$ cat config.mk
export PLATFORM = sky130hd
export DESIGN_NAME = uart_tx_queue
export DESIGN_NICKNAME = d
export VERILOG_FILES = /design/src/rtl/uart_pkg.sv /design/src/rtl/sync_fifo.sv /design/src/rtl/uart_tx_queue.sv
export SDC_FILE = /design/constraint.sdc
export NUM_CORES = 1
export LEC_CHECK = 0
export ABC_AREA = 1
export CORE_MARGIN = 3
export CORE_UTILIZATION = 50
export DETAILED_ROUTE_END_ITERATION = 16
export GPL_ROUTABILITY_DRIVEN = 0
export GPL_TIMING_DRIVEN = 0
export PLACE_DENSITY = 0.8
export SLEW_MARGIN = 30
export SYNTH_ARGS = -nofsm -noshare
export SYNTH_HDL_FRONTEND = slang
export SYNTH_HIERARCHICAL = 1
export SYNTH_SLANG_ARGS = --single-unit
export TNS_END_PERCENT = 100
$ cat constraint.sdc
create_clock -name i_clk -period 2.8 [get_ports i_clk]
set_clock_uncertainty 0.15 [all_clocks]
set_input_delay 0.56 -clock i_clk [delete_from_list [all_inputs] [get_ports i_clk]]
set_output_delay 0.56 -clock i_clk [all_outputs]
set_load 0.01 [all_outputs]
$ cat src/rtl/uart_pkg.sv
// Shared UART definitions used by uart_tx, uart_rx and uart_tx_queue.
//   BYTE_W       : width of one UART data byte.
//   CLKS_PER_BIT : default bit period in i_clk cycles (115200 baud at 50 MHz).
//   tx_state_t   : state encoding of the uart_tx_queue send sequencer.
package uart_pkg;

  localparam int BYTE_W       = 8;
  localparam int CLKS_PER_BIT = 434;

  typedef enum logic [1:0] {
    ST_IDLE = 2'd0,
    ST_SEND = 2'd1,
    ST_WAIT = 2'd2,
    ST_GAP  = 2'd3
  } tx_state_t;

endpackage

$ cat src/rtl/sync_fifo.sv
// Single-clock FIFO with occupancy count and a sticky overflow flag.
//   clk, rst  : clock and synchronous active-high reset (control state only)
//   wr_en     : write strobe; ignored (and overflow set) when full
//   wr_data   : data written on an accepted write
//   rd_en     : pop strobe; ignored when empty
//   rd_data   : entry at the read pointer (committed data only, no bypass)
//   count     : occupancy 0..DEPTH
//   full      : count == DEPTH
//   empty     : count == 0
//   overflow  : sticky, set when a write is dropped; cleared by rst only
module sync_fifo #(
  parameter  int DEPTH = 16,
  parameter  int WIDTH = 8,
  localparam int AW    = $clog2(DEPTH)
) (
  input  logic             clk,
  input  logic             rst,
  input  logic             wr_en,
  input  logic [WIDTH-1:0] wr_data,
  input  logic             rd_en,
  output logic [WIDTH-1:0] rd_data,
  output logic [AW:0]      count,
  output logic             full,
  output logic             empty,
  output logic             overflow
);

  localparam logic [AW:0]   FULL_CNT = (AW+1)'(DEPTH);
  localparam logic [AW:0]   CNT_ONE  = (AW+1)'(1);
  localparam logic [AW-1:0] PTR_ONE  = AW'(1);

  logic [WIDTH-1:0] mem [DEPTH];
  logic [AW-1:0]    wr_ptr;
  logic [AW-1:0]    rd_ptr;
  logic             wr_acc;
  logic             rd_acc;

  assign full    = (count == FULL_CNT);
  assign empty   = (count == '0);
  assign wr_acc  = wr_en && !full;
  assign rd_acc  = rd_en && !empty;
  assign rd_data = mem[rd_ptr];

  // DEPTH is a power of two, so the pointers wrap by plain overflow.
  always_ff @(posedge clk) begin
    if (rst) begin
      wr_ptr   <= '0;
      rd_ptr   <= '0;
      count    <= '0;
      overflow <= 1'b0;
    end else begin
      if (wr_acc) wr_ptr <= wr_ptr + PTR_ONE;
      if (rd_acc) rd_ptr <= rd_ptr + PTR_ONE;
      // Fullness is judged before any same-cycle pop frees a slot.
      if (wr_en && full) overflow <= 1'b1;
      case ({wr_acc, rd_acc})
        2'b10:   count <= count + CNT_ONE;
        2'b01:   count <= count - CNT_ONE;
        default: count <= count;
      endcase
    end
  end

  always_ff @(posedge clk) begin
    if (wr_acc) mem[wr_ptr] <= wr_data;
  end

endmodule

$ cat src/rtl/uart_tx_queue.sv
// Byte queue and send sequencer feeding uart_tx. Bytes written by any
// producer are buffered and replayed one frame at a time, waiting for the
// transmitter's done pulse plus GAP_CYCLES idle cycles between frames.
//   i_clk, i_rst : clock, synchronous active-high reset
//   i_wr_dv      : one-cycle write strobe
//   i_wr_byte    : byte written when i_wr_dv=1
//   o_tx_dv      : one-cycle start pulse to uart_tx
//   o_tx_byte    : byte to uart_tx, held from o_tx_dv until i_tx_done
//   i_tx_active  : uart_tx frame in progress
//   i_tx_done    : uart_tx frame complete (one-cycle pulse)
//   o_count      : FIFO occupancy 0..DEPTH
//   o_full       : o_count == DEPTH
//   o_empty      : o_count == 0
//   o_overflow   : sticky, a write was dropped
//   o_busy       : sequencer not idle
module uart_tx_queue
  import uart_pkg::*;
#(
  parameter  int DEPTH      = 16,
  parameter  int GAP_CYCLES = 2,
  localparam int AW         = $clog2(DEPTH)
) (
  input  logic              i_clk,
  input  logic              i_rst,
  input  logic              i_wr_dv,
  input  logic [BYTE_W-1:0] i_wr_byte,
  output logic              o_tx_dv,
  output logic [BYTE_W-1:0] o_tx_byte,
  input  logic              i_tx_active,
  input  logic              i_tx_done,
  output logic [AW:0]       o_count,
  output logic              o_full,
  output logic              o_empty,
  output logic              o_overflow,
  output logic              o_busy
);

  localparam int          GW       = (GAP_CYCLES < 2) ? 1 : $clog2(GAP_CYCLES + 1);
  localparam logic [GW-1:0] GAP_LAST = GW'((GAP_CYCLES > 0) ? GAP_CYCLES - 1 : 0);
  localparam logic [GW-1:0] GAP_ONE  = GW'(1);

  tx_state_t         state;
  tx_state_t         state_nxt;
  logic [GW-1:0]     gap_cnt;
  logic              pop;
  logic [BYTE_W-1:0] fifo_byte;

  sync_fifo #(
    .DEPTH (DEPTH),
    .WIDTH (BYTE_W)
  ) u_fifo (
    .clk      (i_clk),
    .rst      (i_rst),
    .wr_en    (i_wr_dv),
    .wr_data  (i_wr_byte),
    .rd_en    (pop),
    .rd_data  (fifo_byte),
    .count    (o_count),
    .full     (o_full),
    .empty    (o_empty),
    .overflow (o_overflow)
  );

  // A done pulse only matters in ST_WAIT; a stale one after a reset
  // mid-frame lands in ST_IDLE and is ignored.
  always_comb begin
    state_nxt = state;
    pop       = 1'b0;
    case (state)
      ST_IDLE: begin
        if (!o_empty && !i_tx_active) begin
          pop       = 1'b1;
          state_nxt = ST_SEND;
        end
      end
      ST_SEND: state_nxt = ST_WAIT;
      ST_WAIT: begin
        if (i_tx_done) state_nxt = (GAP_CYCLES == 0) ? ST_IDLE : ST_GAP;
      end
      ST_GAP: begin
        if (gap_cnt == GAP_LAST) state_nxt = ST_IDLE;
      end
      default: state_nxt = ST_IDLE;
    endcase
  end

  always_ff @(posedge i_clk) begin
    if (i_rst) begin
      state     <= ST_IDLE;
      gap_cnt   <= '0;
      o_tx_byte <= '0;
    end else begin
      state <= state_nxt;
      if (pop) o_tx_byte <= fifo_byte;
      if (state == ST_GAP) gap_cnt <= gap_cnt + GAP_ONE;
      else                 gap_cnt <= '0;
    end
  end

  assign o_tx_dv = (state == ST_SEND);
  assign o_busy  = (state != ST_IDLE);

endmodule
==> flow_summary_export.csv, run 1 <==
group,metric,value,unit
status,status,"finished, final reports clean",
clocking,path_clk_slew,0.06,ns
die,num_rows,41,
yosys,synth.top_cell.area_share,0.576,
drt,drt_iter0_drc,536,
yosys,yosysTopAreaCell,"sky130_fd_sc_hd__edfxtp_1",
critical_path,rrSetupSlack,0.20,ns
finish,sequential_cell_area,4450,µm²
sta,final-setup-viol-count,0,
grt,antenna_found_initial,0,
sta,finalMaxSlewViolations,0,
finish,area.growth.synth_to_final,17.1,%
critical_path,reg2reg_to,"u_fifo/count[4]",
place,dpl.hpwl,10200,µm
worst_hold_path,min_path_cells,1,
critical_path,timing.rr.start,"u_fifo/count[1]",
clocking,cts.htree.levels,4,
drt,number_of_design_rule_violations_left_after_detail_routing,0,
die,ios,31,
die,chipHeight,121,µm
critical_path,critPathKind,"register to register",
sta,totalNegativeSetupSlack,0,ns
critical_path,critical_path.max_fanout,9,
sta,period_minus_slack,2.60,ns
sta,report.final.hold_viol_count,0,
pwr,vdd.ir_drop.worst,0.585,mV
drt,route.detailed.vias_per_inst,5.74,
grt,grt_pass1_wl,23600,µm
clocking,cts_tree,"yes",
sta,fmaxAchievable,385,MHz
place,post-place-ws,-0.245,ns
die,floorplan.initialDensity,0.520,
sta,setup_ws,0.202,ns
sta,fin_crit_share,0.928,
place,placed_cells,753,
clocking,cts_sinks,158,
sta,worstMarginPinSlew,0.914,ns
yosys,async_reset_ff_frac,0,
sta,fin_hold_ws,0.279,ns
sta,rsz_0062_raised_after_global_routing,"no",
yosys,yosys_most_used_dff,"sky130_fd_sc_hd__edfxtp_1",
sta,worst_slew_margin_rel,0.389,
yosys,net_count_after_synthesis,577,
flow_run,cap_viol_max_count,0,
critical_path,cp_data_required_time,2.96,ns
finish,final_common_cell,"sky130_fd_sc_hd__edfxtp_1",
yosys,synth-warning-count,6,
critical_path,worst_setup_path_startpoint,"u_fifo/count[1]",
yosys,synth_edf_count,128,
pwr,power.static_leakage,2.78,nW
yosys,post_synthesis_instance_area,6670,µm²
drt,drt-wirelength-per-cell,19.5,µm
yosys,ys_seq_elements,158,
critical_path,critPathMaxStageDelay,0.38,ns
grt,grt_start_max_net_pins,17,
grt,globalRouteOverflowTotal,0,
finish,final-instance-count-excl-fill,785,
finish,filler_cell_count,938,
worst_hold_path,worstHoldStart,"gap_cnt[0]",
pwr,power.density_cell_area,951,nW/µm²
critical_path,count_of_cells_along_the_worst_register_to_register_path,17,
clocking,clock_insertion_delay_worst_skew,0.43,ns
clocking,clock_tree_root_buffer_cell,"sky130_fd_sc_hd__clkbuf_16",
grt,first_global_vias,4352,
yosys,yosys-top-cells-area,"sky130_fd_sc_hd__edfxtp_1 (58%), sky130_fd_sc_hd__dfxtp_1 (9.0%), sky130_fd_sc_hd__mux2i_1 (4.8%), sky130_fd_sc_hd__inv_1 (3.6%), sky130_fd_sc_hd__o211ai_1 (3.6%)",
worst_hold_path,hold_path_class,"register to register",
yosys,postSynthAreaPerCell,12.1,µm²
clocking,cts_buffer_count,17,
critical_path,path_cells,"nor2_2, nand3_2, inv_2, nor2_2, nand2_4, clkinv_4, nand2_4, inv_8, ha_2, ha_1, inv_1, nor2_2, nand2_2, nand3_1, nand2_1, nor2_1, nor2_1",
yosys,postSynthCellCount,551,
yosys,synthDistinctLibCells,32,
drt,via_count,4505,
finish,drive_above_1_share,0.106,
place,port_buffers,30,
drt,routed_wirelength,15300,µm
finish,multi_input_comb_area,1850,µm²
yosys,synth.yosys.seq_area_share,0.666,
finish,fin_nets,626,
drt,drtPass1Iterations,5,
finish,most-common-layout-cells,"sky130_fd_sc_hd__edfxtp_1 (128), sky130_fd_sc_hd__inv_1 (63), sky130_fd_sc_hd__nor2_1 (53)",
clocking,clock_tree.buffer_depth,2,
grt,grt.total_usage,0.217,
critical_path,critical_path_cell_with_the_highest_stage_delay,"sky130_fd_sc_hd__dfxtp_4",
critical_path,crit_path_frequent_cell,"sky130_fd_sc_hd__nor2_2",
critical_path,setup.worst_path.start_class,"register",
die,die-area,14800,µm²
critical_path,type_of_element_capturing_the_critical_path,"register",
die,core_area,12800,µm²
critical_path,worstPathArrival,2.76,ns
finish,num_antenna_cells,0,
drt,detail-route-antenna-nets,0,
clocking,postCtsSetupBuffers,0,
die,die_x,121,µm
worst_hold_path,worstHoldEndpoint,"gap_cnt[0]",
-- metrics by stage --
stage	utilization	area [µm²]	total power, mW
2_1_floorplan	-	6670	4.35
3_3_place_gp	0.560	7180	5.00
3_5_place_dp	0.560	7180	5.12
4_1_cts	0.608	7790	7.40
5_1_grt	0.609	7810	7.80
6_report	0.609	7810	7.43
-- report_power, final --
part	switching [mW]	total [mW]	internal, mW
clock network	0.865	2.27	1.40
logic	1.42	2.29	0.867
registers	0.141	2.87	2.73
-- worst max-delay path by stage --
stage                       to  slack, ns  cells past startpoint
6_report       u_fifo/count[4]       0.20                     17
5_1_grt        u_fifo/count[4]       0.02                     17
4_1_cts        u_fifo/count[4]       0.04                     18
3_5_place_dp   u_fifo/count[4]      -0.25                     16
3_3_place_gp   u_fifo/count[4]      -0.14                     16
2_1_floorplan  u_fifo/count[4]       0.28                     18
-- timing repair --
action | CTS | global route
hold buffers | 0 | 0
resized for setup | 2 | 6
endpoints found under the setup margin | 1 | 2
-- area by class of cell --
class,instances,share of cell area
flip-flops and latches,158,0.570
multi-input cells,301,0.237
clock buffers,24,0.0673
repair buffers,30,0.0385
inverters,69,0.0348
well taps,172,0.0276
plain buffers,23,0.0147
clock inverters,8,0.0101
-- worst max-delay path, delay by kind of cell, from the launching register on --
family / cells / cell delay (ns)
buffers and inverters: 4 / 0.35
adder cells (fa/ha/maj): 2 / 0.56
AND/OR/NAND/NOR: 11 / 1.05
flip-flops: 1 / 0.38
-- flip-flops by register name (all words and copies together), names as in the netlist, named ones only --
| register | flops |
|---|---|
| u_fifo/mem | 128 |
| o_tx_byte | 8 |
| u_fifo/rd_ptr | 4 |
| u_fifo/overflow | 1 |
| gap_cnt | 2 |
| state | 2 |
| u_fifo/wr_ptr | 4 |
| u_fifo/count | 5 |
-- cell usage after synthesis, types with 13 or more instances --
library cell / number
sky130_fd_sc_hd__a21oi_1: 41
sky130_fd_sc_hd__clkbuf_1: 13
sky130_fd_sc_hd__dfxtp_1: 30
sky130_fd_sc_hd__edfxtp_1: 128
sky130_fd_sc_hd__ha_1: 13
sky130_fd_sc_hd__inv_1: 64
sky130_fd_sc_hd__mux2i_1: 32
sky130_fd_sc_hd__nand2_1: 30
sky130_fd_sc_hd__nand3_1: 16
sky130_fd_sc_hd__nor2_1: 53
sky130_fd_sc_hd__o211ai_1: 32
sky130_fd_sc_hd__o21ai_0: 36
sky130_fd_sc_hd__o21ai_1: 20
-- logic make-up (layout without fill, tap and decap cells) --
family,Yosys count,count (layout),synth area share
AND/OR/NAND/NOR,119,119,0.0829
multiplexers,32,32,0.0480
flip-flops,158,158,0.666
XOR/XNOR,5,5,0.00769
buffers and inverters,92,154,0.0580
adder cells (fa/ha/maj),13,13,0.0244
AO/OA/AOI/OAI,132,132,0.113
-- per-layer routing --
metal,up-vias,share of wire,track usage
met2,279,0.50,0.359
met4,0,0.033,0.0952
met3,50,0.095,0.0611
met5,-,0,0
met1,2126,0.37,0.267
li1,2050,-,-
Power figures use the tool's default switching activity.
==> run 2, diff against run 1 <==
--- a/config.mk
+++ b/config.mk
@@ -6,13 +6,13 @@
 export NUM_CORES = 1
 export LEC_CHECK = 0
 export ABC_AREA = 1
+export ABC_CLOCK_PERIOD_IN_PS = 2800
 export CORE_MARGIN = 3
 export CORE_UTILIZATION = 50
 export DETAILED_ROUTE_END_ITERATION = 16
 export GPL_ROUTABILITY_DRIVEN = 0
 export GPL_TIMING_DRIVEN = 0
 export PLACE_DENSITY = 0.8
-export SLEW_MARGIN = 30
 export SYNTH_ARGS = -nofsm -noshare
 export SYNTH_HDL_FRONTEND = slang
 export SYNTH_HIERARCHICAL = 1
==> results of run 2 <==
No change in the layout: final DEF, timing and power equal those of run 1.
==> run 3, diff against run 2 <==
--- a/config.mk
+++ b/config.mk
@@ -7,6 +7,7 @@
 export LEC_CHECK = 0
 export ABC_AREA = 1
 export ABC_CLOCK_PERIOD_IN_PS = 2800
+export CAP_MARGIN = 20
 export CORE_MARGIN = 3
 export CORE_UTILIZATION = 50
 export DETAILED_ROUTE_END_ITERATION = 16
==> results of run 3 <==
No change in the layout: final DEF, timing and power equal those of run 1.
